===== src/rtl/hazard_ctrl.sv =====
// hazard_ctrl: hazard and forwarding controller for the in-order pipeline.
// It keeps a scoreboard of the instructions between EX (slot 0) and WB
// (slot DEPTH-1). From it, it derives PC/IF-ID stalls, flushes and one-hot
// forward selects. A taken branch in EX overrides any data stall.
// Build option: define HZ_FWD_EN when the forwarding datapath exists. With it,
// only a load-use hazard stalls. Without it, any RAW match stalls and the
// forward selects are tied to zero.
module hazard_ctrl #(
  parameter int DEPTH = 3,
  parameter int AW    = 5,
  parameter int CNT_W = 32
) (
  input  logic             clk,
  input  logic             rst,
  input  logic             id_valid,
  input  logic [AW-1:0]    id_rs1,
  input  logic [AW-1:0]    id_rs2,
  input  logic             id_re1,
  input  logic             id_re2,
  input  logic             id_we,
  input  logic [AW-1:0]    id_rd,
  input  logic             id_is_load,
  input  logic             ex_br_taken,
  output logic             pc_stall,
  output logic             if_id_stall,
  output logic             if_id_flush,
  output logic             id_ex_flush,
  output logic [DEPTH-1:0] fwd_rs1_sel,
  output logic [DEPTH-1:0] fwd_rs2_sel,
  output logic [CNT_W-1:0] stall_cnt
);

  // scoreboard slots: slot 0 = EX ... slot DEPTH-1 = WB
  logic [DEPTH-1:0]         s_v, s_we, s_ld;
  logic [DEPTH-1:0][AW-1:0] s_rd;

  logic [DEPTH-1:0] m1, m2;
  logic             ld_hz, hz, stall;

  // per-slot RAW match for each source operand; x0 and an idle ID never match
  always_comb begin
    m1 = '0;
    m2 = '0;
    for (int k = 0; k < DEPTH; k++) begin
      m1[k] = id_valid & id_re1 & (id_rs1 != '0) & s_v[k] & s_we[k] & (s_rd[k] == id_rs1);
      m2[k] = id_valid & id_re2 & (id_rs2 != '0) & s_v[k] & s_we[k] & (s_rd[k] == id_rs2);
    end
  end

  // load-use: the producer in EX is a load, so its data is not ready yet
  assign ld_hz = |((m1 | m2) & s_ld & DEPTH'(1));

`ifdef HZ_FWD_EN
  assign hz = ld_hz;
`else
  // without forwarding every in-flight producer blocks the consumer
  assign hz = (|(m1 | m2)) | ld_hz;
`endif

  // effective data stall: a branch squashes the consumer, reset clears all
  assign stall = hz & ~ex_br_taken & ~rst;

  // stall / flush outputs; branch flush wins over a data stall
  always_comb begin
    pc_stall    = 1'b0;
    if_id_stall = 1'b0;
    if_id_flush = 1'b0;
    id_ex_flush = 1'b0;
    if (!rst) begin
      if (ex_br_taken) begin
        if_id_flush = 1'b1;
        id_ex_flush = 1'b1;
      end else if (hz) begin
        pc_stall    = 1'b1;
        if_id_stall = 1'b1;
        id_ex_flush = 1'b1;
      end
    end
  end

  // forward selects: lowest (youngest) matching slot wins, one-hot
  always_comb begin
    fwd_rs1_sel = '0;
    fwd_rs2_sel = '0;
`ifdef HZ_FWD_EN
    if (!rst && !stall) begin
      fwd_rs1_sel = m1 & (~m1 + DEPTH'(1));
      fwd_rs2_sel = m2 & (~m2 + DEPTH'(1));
    end
`endif
  end

  // scoreboard shift; a stalled or squashed ID instruction enters as a bubble
  always_ff @(posedge clk) begin
    if (rst) begin
      s_v  <= '0;
      s_we <= '0;
      s_ld <= '0;
      s_rd <= '0;
    end else begin
      for (int k = DEPTH-1; k > 0; k--) begin
        s_v[k]  <= s_v[k-1];
        s_we[k] <= s_we[k-1];
        s_ld[k] <= s_ld[k-1];
        s_rd[k] <= s_rd[k-1];
      end
      s_v[0]  <= id_valid & ~stall & ~ex_br_taken;
      s_we[0] <= id_we;
      s_ld[0] <= id_is_load;
      s_rd[0] <= id_rd;
    end
  end

  // saturating count of stalled cycles
  always_ff @(posedge clk) begin
    if (rst)
      stall_cnt <= '0;
    else if (pc_stall && (stall_cnt != '1))
      stall_cnt <= stall_cnt + CNT_W'(1);
  end

endmodule


===== config.mk =====
export PLATFORM = sky130hd
export DESIGN_NAME = hazard_ctrl
export DESIGN_NICKNAME = d
export VERILOG_FILES = /design/src/rtl/hazard_ctrl.sv
export SDC_FILE = /design/constraint.sdc
export NUM_CORES = 1
export LEC_CHECK = 0
export BUFFER_PORTS_ARGS = -buffer_cell sky130_fd_sc_hd__buf_4
export CAP_MARGIN = 20
export CORE_UTILIZATION = 53
export CTS_CLUSTER_DIAMETER = 40
export DETAILED_ROUTE_END_ITERATION = 8
export PLACE_DENSITY = 0.79
export SLEW_MARGIN = 40
export SYNTH_ARGS = -nofsm -noshare
export SYNTH_HDL_FRONTEND = slang
export SYNTH_SLANG_ARGS = --single-unit

===== constraint.sdc =====
create_clock -name clk -period 5.1 [get_ports clk]
set_clock_uncertainty 0.1 [all_clocks]
set_input_delay 1.53 -clock clk [delete_from_list [all_inputs] [get_ports clk]]
set_output_delay 1.53 -clock clk [all_outputs]
set_load 0.1 [all_outputs]

==> flow_metrics.tcl, run 1 <==
set metrics [dict create \
    die_area_um2 5400 \
    synth_seq_cells 53 \
    multi_input_area_um2 1590 \
    drt-initial-drc-count 199 \
    ys.flop_type "dfxtp_1" \
    initial_core_util_pct 56.3 \
    critPathLaunchType "input pin" \
    cts_tree "built" \
    tightest_slew_ns 0.728 \
    fin_crit_sh_pct 97.9 \
    ant_nets 0 \
    core_area_um2 4820 \
    place_congestion 0.860 \
    drc 0 \
    pin_count 65 \
    clkSinkCount 53 \
    placedCellCount 426 \
    register_area_um2 1060 \
    wl_um 6230 \
    cts_hold_buf 0 \
    antenna_cells 0 \
    cts_max_path_buffers 2 \
    layout_commonest_cell "buf_4" \
    cp.arrival_ns 3.37 \
    die_w_um 73.5 \
    wl_per_cell_um 14.4 \
    fp.dieH_um 73.5 \
    via_per_inst 5.75 \
    synth_edf_count 0 \
    synth.avg_cell_area_um2 8.60 \
    powerDensity_nw_per_um2 225 \
    nNetsFinal 390 \
    grt_util_all_layers_pct 23.9 \
    place_hpwl_um 4530 \
    cts_buffers 5 \
    relSlewSlack_pct 51.3 \
    postSynthCellCount 315 \
    grt_antenna_before_repair 0 \
    drive_above_1_share_pct 21.6 \
    worstPathRequired_ns 3.47 \
    htreeDepth 2 \
    leakagePower_nw 1.26 \
    layout_common_cells "buf_4, dfxtp_1, xor2_1, a21oi_1, nor2b_1" \
    finalHoldViolations 0 \
    setup_viol 0 \
    crit_type "input pin to output port" \
    maxCapViolCount 0 \
    rows 25 \
    outcome "completed" \
    finalNonFillerCells 433 \
    grt_pass1_vias 2242 \
    synth.distinct_cells 47 \
    vias 2488 \
    cts_root_buffer "clkbuf_8" \
    postCtsSetupRepairBufs 0 \
    hold_path.class "flip-flop to flip-flop" \
    fill_cells 421 \
    area_growth_syn_to_layout_pct 21.3 \
    grt_overflow 0 \
    yosysWarningCount 0 \
    min_period_ns 5.00 \
    irDropWorstVdd_uv 188 \
    path_clk_slew_ns 0.08 \
    crit_path_max_fanout 4 \
    critical_path.endpoint_type "output port" \
    clkLatencyLatePin_ns 0.30 \
    fin_util_pct 68.2 \
    rsz0062_at_grt "false" \
    async_flop_share_pct 0 \
    fmax_mhz 200 \
    portBuffers 57 \
    first_pass_iters 4 \
    grt_max_degree 63 \
    grt_pass1_wl_um 9940 \
    slew_violations 0 \
    syn_area_um2 2710 \
    seq_area_frac_synth_pct 39.2 \
]
-- Yosys cell counts (3+ instances only) --
cell       n  area (um2)
o21ai_0    8        40.0
nor2_1    11        41.3
nand3_1   13        65.1
clkbuf_1   9        33.8
nand4_1   15        93.8
a21oi_1   26         130
xor2_1    25         219
o21ai_1   10        50.1
inv_1      3        11.3
o31ai_1    8        60.1
buf_4      8        60.1
or3_1     16         100
and3_1     4        25.0
nor2b_1   24         150
xnor2_1    6        52.6
or4_1     12        90.1
nor3_1     6        30.0
nand2_1   18        67.6
dfxtp_1   53        1060
nor4_1     8        50.1
-- flip-flops by register name, summed over array words and instances (netlist names) --
register   count
stall_cnt     32
s_rd          15
s_v            3
s_we           3
-- worst paths after layout --
path	from	end	slack [ns]	cells past startpoint
max	id_rs1[3]	if_id_stall	0.10	8
min	s_v[1]	s_v[2]	0.38	1
max reg2reg	stall_cnt[0]	stall_cnt[20]	2.14	8
min reg2reg	s_v[1]	s_v[2]	0.38	1
-- per-layer routing --
metal / GRT usage (%) / up-vias / wire (um)
met5: 0 / - / 0
met4: 10.0 / 0 / 118
met3: 4.53 / 10 / 304
met2: 40.6 / 82 / 3070
met1: 29.6 / 1155 / 2740
li1: - / 1241 / -
-- timing repair --
| item | CTS | global route |
|---|---|---|
| gates resized for setup | 1 | 4 |
| setup endpoints to repair | 2 | 2 |
| hold endpoints to repair | 0 | 0 |
-- final cells by class --
cell class                      count  area share, %
Clock buffer                        7           2.63
Inverter                            4          0.457
Multi-Input combinational cell    243           48.4
Sequential cell                    53           32.3
Tap cell                           67           2.55
Timing Repair Buffer               59           13.7
-- where the power goes --
part / leakage, nW / internal (mW) / switching, mW
clock network: 0.0443 / 0.108 / 0.127
registers: 0.430 / 0.420 / 0.00588
logic: 0.783 / 0.0268 / 0.0523
-- critical path, cell delays in order --
cell and delay, ns:
buf_4 0.13, xor2_1 0.15, nor4_1 0.35, nand4_1 0.25, a31oi_4 0.26, nor2_1 0.14
nor3_4 0.29, buf_6 0.26
-- cell families after synthesis --
kind of cell	share of synthesized area [%]
flip-flops	39.2
AO/OA/AOI/OAI	13.6
multiplexers	0.785
AND/OR/NAND/NOR	31.3
buffers and inverters	4.52
adder cells (fa/ha/maj)	0.462
other	0.138
XOR/XNOR	10.0
-- stage by stage --
step	total power, mW	area [um2]	TNS, ns	hold WS, ns	worst slack [ns]
2_1_floorplan	0.492	2760	-0.277	0.359	-0.272
3_3_place_gp	0.513	3160	0	0.370	0.137
3_5_place_dp	0.514	3170	-0.0655	0.375	-0.0330
4_1_cts	0.744	3260	0	0.387	0.0674
5_1_grt	0.769	3290	0	0.405	0.0107
6_report	0.740	3290	0	0.383	0.105
No activity file was read; power rests on OpenSTA's default activity.
==> run 2: changes to the inputs <==
CORE_UTILIZATION = 55   (was 53)
MAX_ROUTING_LAYER = met4   (was unset)
PLACE_DENSITY = 0.82   (was 0.79)
clock period = 6.2 ns   (was 5.1 ns; I/O delays follow)
==> flow_metrics.tcl, run 2 (synthesis gave the netlist of run 1 again) <==
set metrics [dict create \
    outcome "completed" \
    place_hpwl_um 4400 \
    die_w_um 72.2 \
    top_register "stall_cnt" \
    cts_root_buffer "clkbuf_8" \
    worstPathRequired_ns 4.24 \
    critical_path.endpoint_type "output port" \
    portBuffers 57 \
    largest_register_ffs 32 \
    cts_buffers 5 \
    htreeDepth 2 \
    grt_max_degree 63 \
    grt_pass1_vias 2302 \
    leakagePower_nw 1.27 \
    rsz0062_at_grt "false" \
    placedCellCount 426 \
    critPathLaunchType "input pin" \
    irDropWorstVdd_uv 165 \
    drive_above_1_share_pct 21.5 \
    hold_path.class "flip-flop to flip-flop" \
    layout_commonest_cell "buf_4" \
    slew_violations 0 \
    fin_crit_sh_pct 91.2 \
    wl_um 6240 \
    layout_common_cells "buf_4, dfxtp_1, xor2_1, a21oi_1, nor2b_1" \
    min_period_ns 5.65 \
    crit_type "input pin to output port" \
    drc 0 \
    nNetsFinal 390 \
    first_pass_iters 4 \
    area_growth_syn_to_layout_pct 21.5 \
    vias 2506 \
    wl_per_cell_um 14.4 \
    multi_input_area_um2 1570 \
    cts_hold_buf 0 \
    fmax_mhz 177 \
    postCtsSetupRepairBufs 0 \
    grt_util_all_layers_pct 26.4 \
    crit_path_max_fanout 5 \
    clkLatencyLatePin_ns 0.31 \
    relSlewSlack_pct 51.7 \
    fill_cells 411 \
    pin_count 65 \
    hold_path_startpoint "s_v[0]" \
    cp.arrival_ns 3.69 \
    powerDensity_nw_per_um2 200 \
    path_clk_slew_ns 0.09 \
    clkSinkCount 53 \
    maxCapViolCount 0 \
    fp.dieH_um 72.2 \
    fin_tns_setup_ns 0 \
    ant_nets 0 \
    initial_core_util_pct 57.4 \
    rr_startpoint "stall_cnt[0]" \
    register_area_um2 1060 \
    grt_pass1_wl_um 10400 \
    drt-initial-drc-count 115 \
    antenna_cells 0 \
    tightest_slew_ns 0.721 \
    cts_max_path_buffers 2 \
    grt_overflow 0 \
    rows 25 \
    finalHoldViolations 0 \
    cts_tree "built" \
    setup_viol 0 \
    finalNonFillerCells 434 \
    grt_antenna_before_repair 0 \
    post_cts_resized 0 \
    finalPower_mw 0.660 \
    via_per_inst 5.77 \
    place_congestion 0.904 \
    top_regs "stall_cnt: 32 flops, s_rd: 15 flops" \
    crit_start "id_rs1[4]" \
    core_area_um2 4720 \
    die_area_um2 5210 \
]
-- run 2: final timing paths --
| path | to | slack (ns) | depth (start not counted) |
|---|---|---|---|
| max | if_id_stall | 0.55 | 8 |
| min | s_v[1] | 0.39 | 1 |
| max reg2reg | stall_cnt[17] | 3.53 | 8 |
| min reg2reg | s_v[1] | 0.39 | 1 |
-- run 2: critical path, cell delays in order --
cell and delay, ns:
buf_4 0.13, xor2_1 0.15, nor4_1 0.32, nand4_1 0.17, a31oi_1 0.35, nor2_1 0.20
nor3_4 0.18, buf_4 0.32
-- run 2: power by group --
part	internal [mW]	switching, mW
Combinational	0.0220	0.0435
Clock	0.131	0.113
Sequential	0.345	0.00465
-- run 2: through the flow --
step / setup WS [ns] / cell area, um2 / util (%) / hold WS (ns)
final: 0.549 / 3290 / 69.7 / 0.391
after CTS: 0.518 / 3290 / 69.7 / 0.392
after detailed placement: 0.520 / 3170 / 67.2 / 0.379
after global routing: 0.382 / 3290 / 69.7 / 0.407
after floorplan: 0.0504 / 2740 / - / 0.359
after global placement: 0.605 / 3160 / 67.0 / 0.370
-- run 2: area by class of cell --
class / count / area share (%)
Clock buffer: 6 / 2.51
Clock inverter: 2 / 1.14
Inverter: 4 / 0.456
Multi-Input combinational cell: 243 / 47.7
Sequential cell: 53 / 32.2
Tap cell: 67 / 2.55
Timing Repair Buffer: 59 / 13.5
-- run 2: metal layers --
metal | GRT usage (%) | up-vias | routed length, um
li1 | - | 1238 | -
met2 | 43.0 | 71 | 3080
met4 | 9.37 | 0 | 92
met3 | 5.56 | 7 | 300
met5 | - | - | 0
met1 | 32.4 | 1190 | 2780
==> run 3: changes to the inputs <==
BUFFER_PORTS_ARGS = unset   (was -buffer_cell sky130_fd_sc_hd__buf_4)
DONT_BUFFER_PORTS = 1   (was unset)
PLACE_DENSITY = 0.7   (was 0.82)
SETUP_SLACK_MARGIN = 0.3   (was unset)
==> flow_metrics.tcl, run 3 (synthesis gave the netlist of run 1 again) <==
set metrics [dict create \
    cts_buffers 5 \
    fin_tns_setup_ns 0 \
    cp_cell_sequence "xor2_1 > nor4_1 > nand4_1 > a31oi_1 > nor2_1 > nor3_4 > buf_4" \
    hold_path_startpoint "s_we[1]" \
    cts_hold_buf 0 \
    nNetsFinal 338 \
    cp.arrival_ns 3.68 \
    grt_max_degree 63 \
    crit_path_max_fanout 4 \
    place_congestion 0.808 \
    top_register "stall_cnt" \
    hold_ws_ns 0.385 \
    fmax_mhz 177 \
    grt_pass1_vias 2093 \
    fin_crit_sh_pct 91.0 \
    path_clk_slew_ns 0.10 \
    r2r_slack_ns 3.19 \
    top_regs "stall_cnt: 32 flops, s_rd: 15 flops" \
    cts_root_buffer "clkbuf_8" \
    portBuffers 0 \
    largest_register_ffs 32 \
    grt_overflow 0 \
    irDropWorstVdd_uv 180 \
    cts_max_path_buffers 2 \
    grt_antenna_before_repair 0 \
    fp.dieH_um 72.2 \
    post_cts_resized 0 \
    postCtsSetupRepairBufs 0 \
    r2r-end "stall_cnt[17]" \
    outcome "completed" \
    wl_um 5790 \
    worstPathRequired_ns 4.24 \
    place_ws_ns 0.568 \
    crit_family "simple AND/OR/NAND/NOR gates" \
    pin_count 65 \
    wl_per_cell_um 15.2 \
    whs_path_depth 1 \
    reg2reg_depth 8 \
    area_growth_syn_to_layout_pct 8.40 \
    grt_pass1_wl_um 9690 \
    relSlewSlack_pct 53.5 \
    drt-initial-drc-count 125 \
    tightest_slew_ns 0.694 \
    layout_commonest_cell "dfxtp_2" \
    clkLatencyLatePin_ns 0.31 \
    drive_above_1_share_pct 18.7 \
    rr_startpoint "stall_cnt[0]" \
    cts_tree "built" \
    first_pass_iters 4 \
    crit_type "input pin to output port" \
    leakagePower_nw 1.01 \
    maxCapViolCount 0 \
    powerDensity_nw_per_um2 203 \
    layout_common_cells "dfxtp_2, xor2_1, a21oi_1" \
    slew_violations 0 \
    finalHoldViolations 0 \
    grt_util_all_layers_pct 24.1 \
    vias 2251 \
    hold_path.class "flip-flop to flip-flop" \
    min_period_ns 5.64 \
    max_stage_delay_ns 0.37 \
    cp_num_buf_inv 1 \
    critical_path.endpoint_type "output port" \
    cpMaxStageDelayCell "nor4_1" \
    die_w_um 72.2 \
    initial_core_util_pct 57.4 \
    rows 25 \
    place_hpwl_um 4210 \
    via_per_inst 5.89 \
    antenna_cells 0 \
    ant_nets 0 \
    worst_slack_ns 0.557 \
    critPathLaunchType "input pin" \
    die_area_um2 5210 \
    setup_viol 0 \
    finalPower_mw 0.596 \
    placedCellCount 374 \
    whs_endpoint "s_we[2]" \
    finalNonFillerCells 382 \
    core_area_um2 4720 \
    rsz0062_at_grt "false" \
    drc 0 \
    clkSinkCount 53 \
    htreeDepth 2 \
]
## run 3: cell count changes in the layout (fill, tap and decap cells not counted)
cell	change
nor2_2	+1
clkinv_4	+2
dfxtp_1	-31
clkinvlp_4	-1
buf_16	+1
buf_4	-53
dfxtp_2	+31
bufinv_16	-1
nor2_1	-1
clkbuf_8	-1
inv_6	+1
## run 3: power by group
part / switching, mW / leakage (nW) / internal, mW / total [mW]
clock: 0.119 / 0.0487 / 0.0825 / 0.202
combinational: 0.0299 / 0.515 / 0.0139 / 0.0438
sequential: 0.00489 / 0.446 / 0.345 / 0.350
total: 0.154 / 1.01 / 0.442 / 0.596
## run 3: stage by stage
step / utilization [%] / cell area, um2
finish: 62.2 / 2940
global route: 62.2 / 2940
CTS: 62.2 / 2940
detailed placement: 60.2 / 2840
global placement: 59.2 / 2800
floorplan: - / 2740
## run 3: layout make-up
type / instances / area [um2]
flip-flops and latches: 53 / 1100
well taps: 67 / 83.8
inverters: 4 / 15.0
repair buffers: 7 / 72.6
fillers: 420 / 1790
multi-input cells: 243 / 1570
clock inverters: 3 / 26.3
clock buffers: 5 / 68.8
## run 3: worst max-delay path by stage
stage | cells past startpoint | end | slack, ns | startpoint
floorplan | 8 | pc_stall | 0.05 | id_rs2[4]
global placement | 7 | pc_stall | 0.65 | id_rs1[4]
detailed placement | 7 | pc_stall | 0.57 | id_rs1[4]
CTS | 7 | pc_stall | 0.56 | id_rs1[4]
global route | 7 | pc_stall | 0.40 | id_rs1[4]
finish | 7 | pc_stall | 0.56 | id_rs1[4]
## run 3: layer usage
layer / global-route usage, % / vias to the layer above / part of all wire, %
li1: - / 1136 / -
met1: 29.5 / 1053 / 45
met2: 39.6 / 55 / 48
met3: 6.53 / 7 / 5.2
met4: 5.88 / 0 / 1.0
met5: - / - / 0
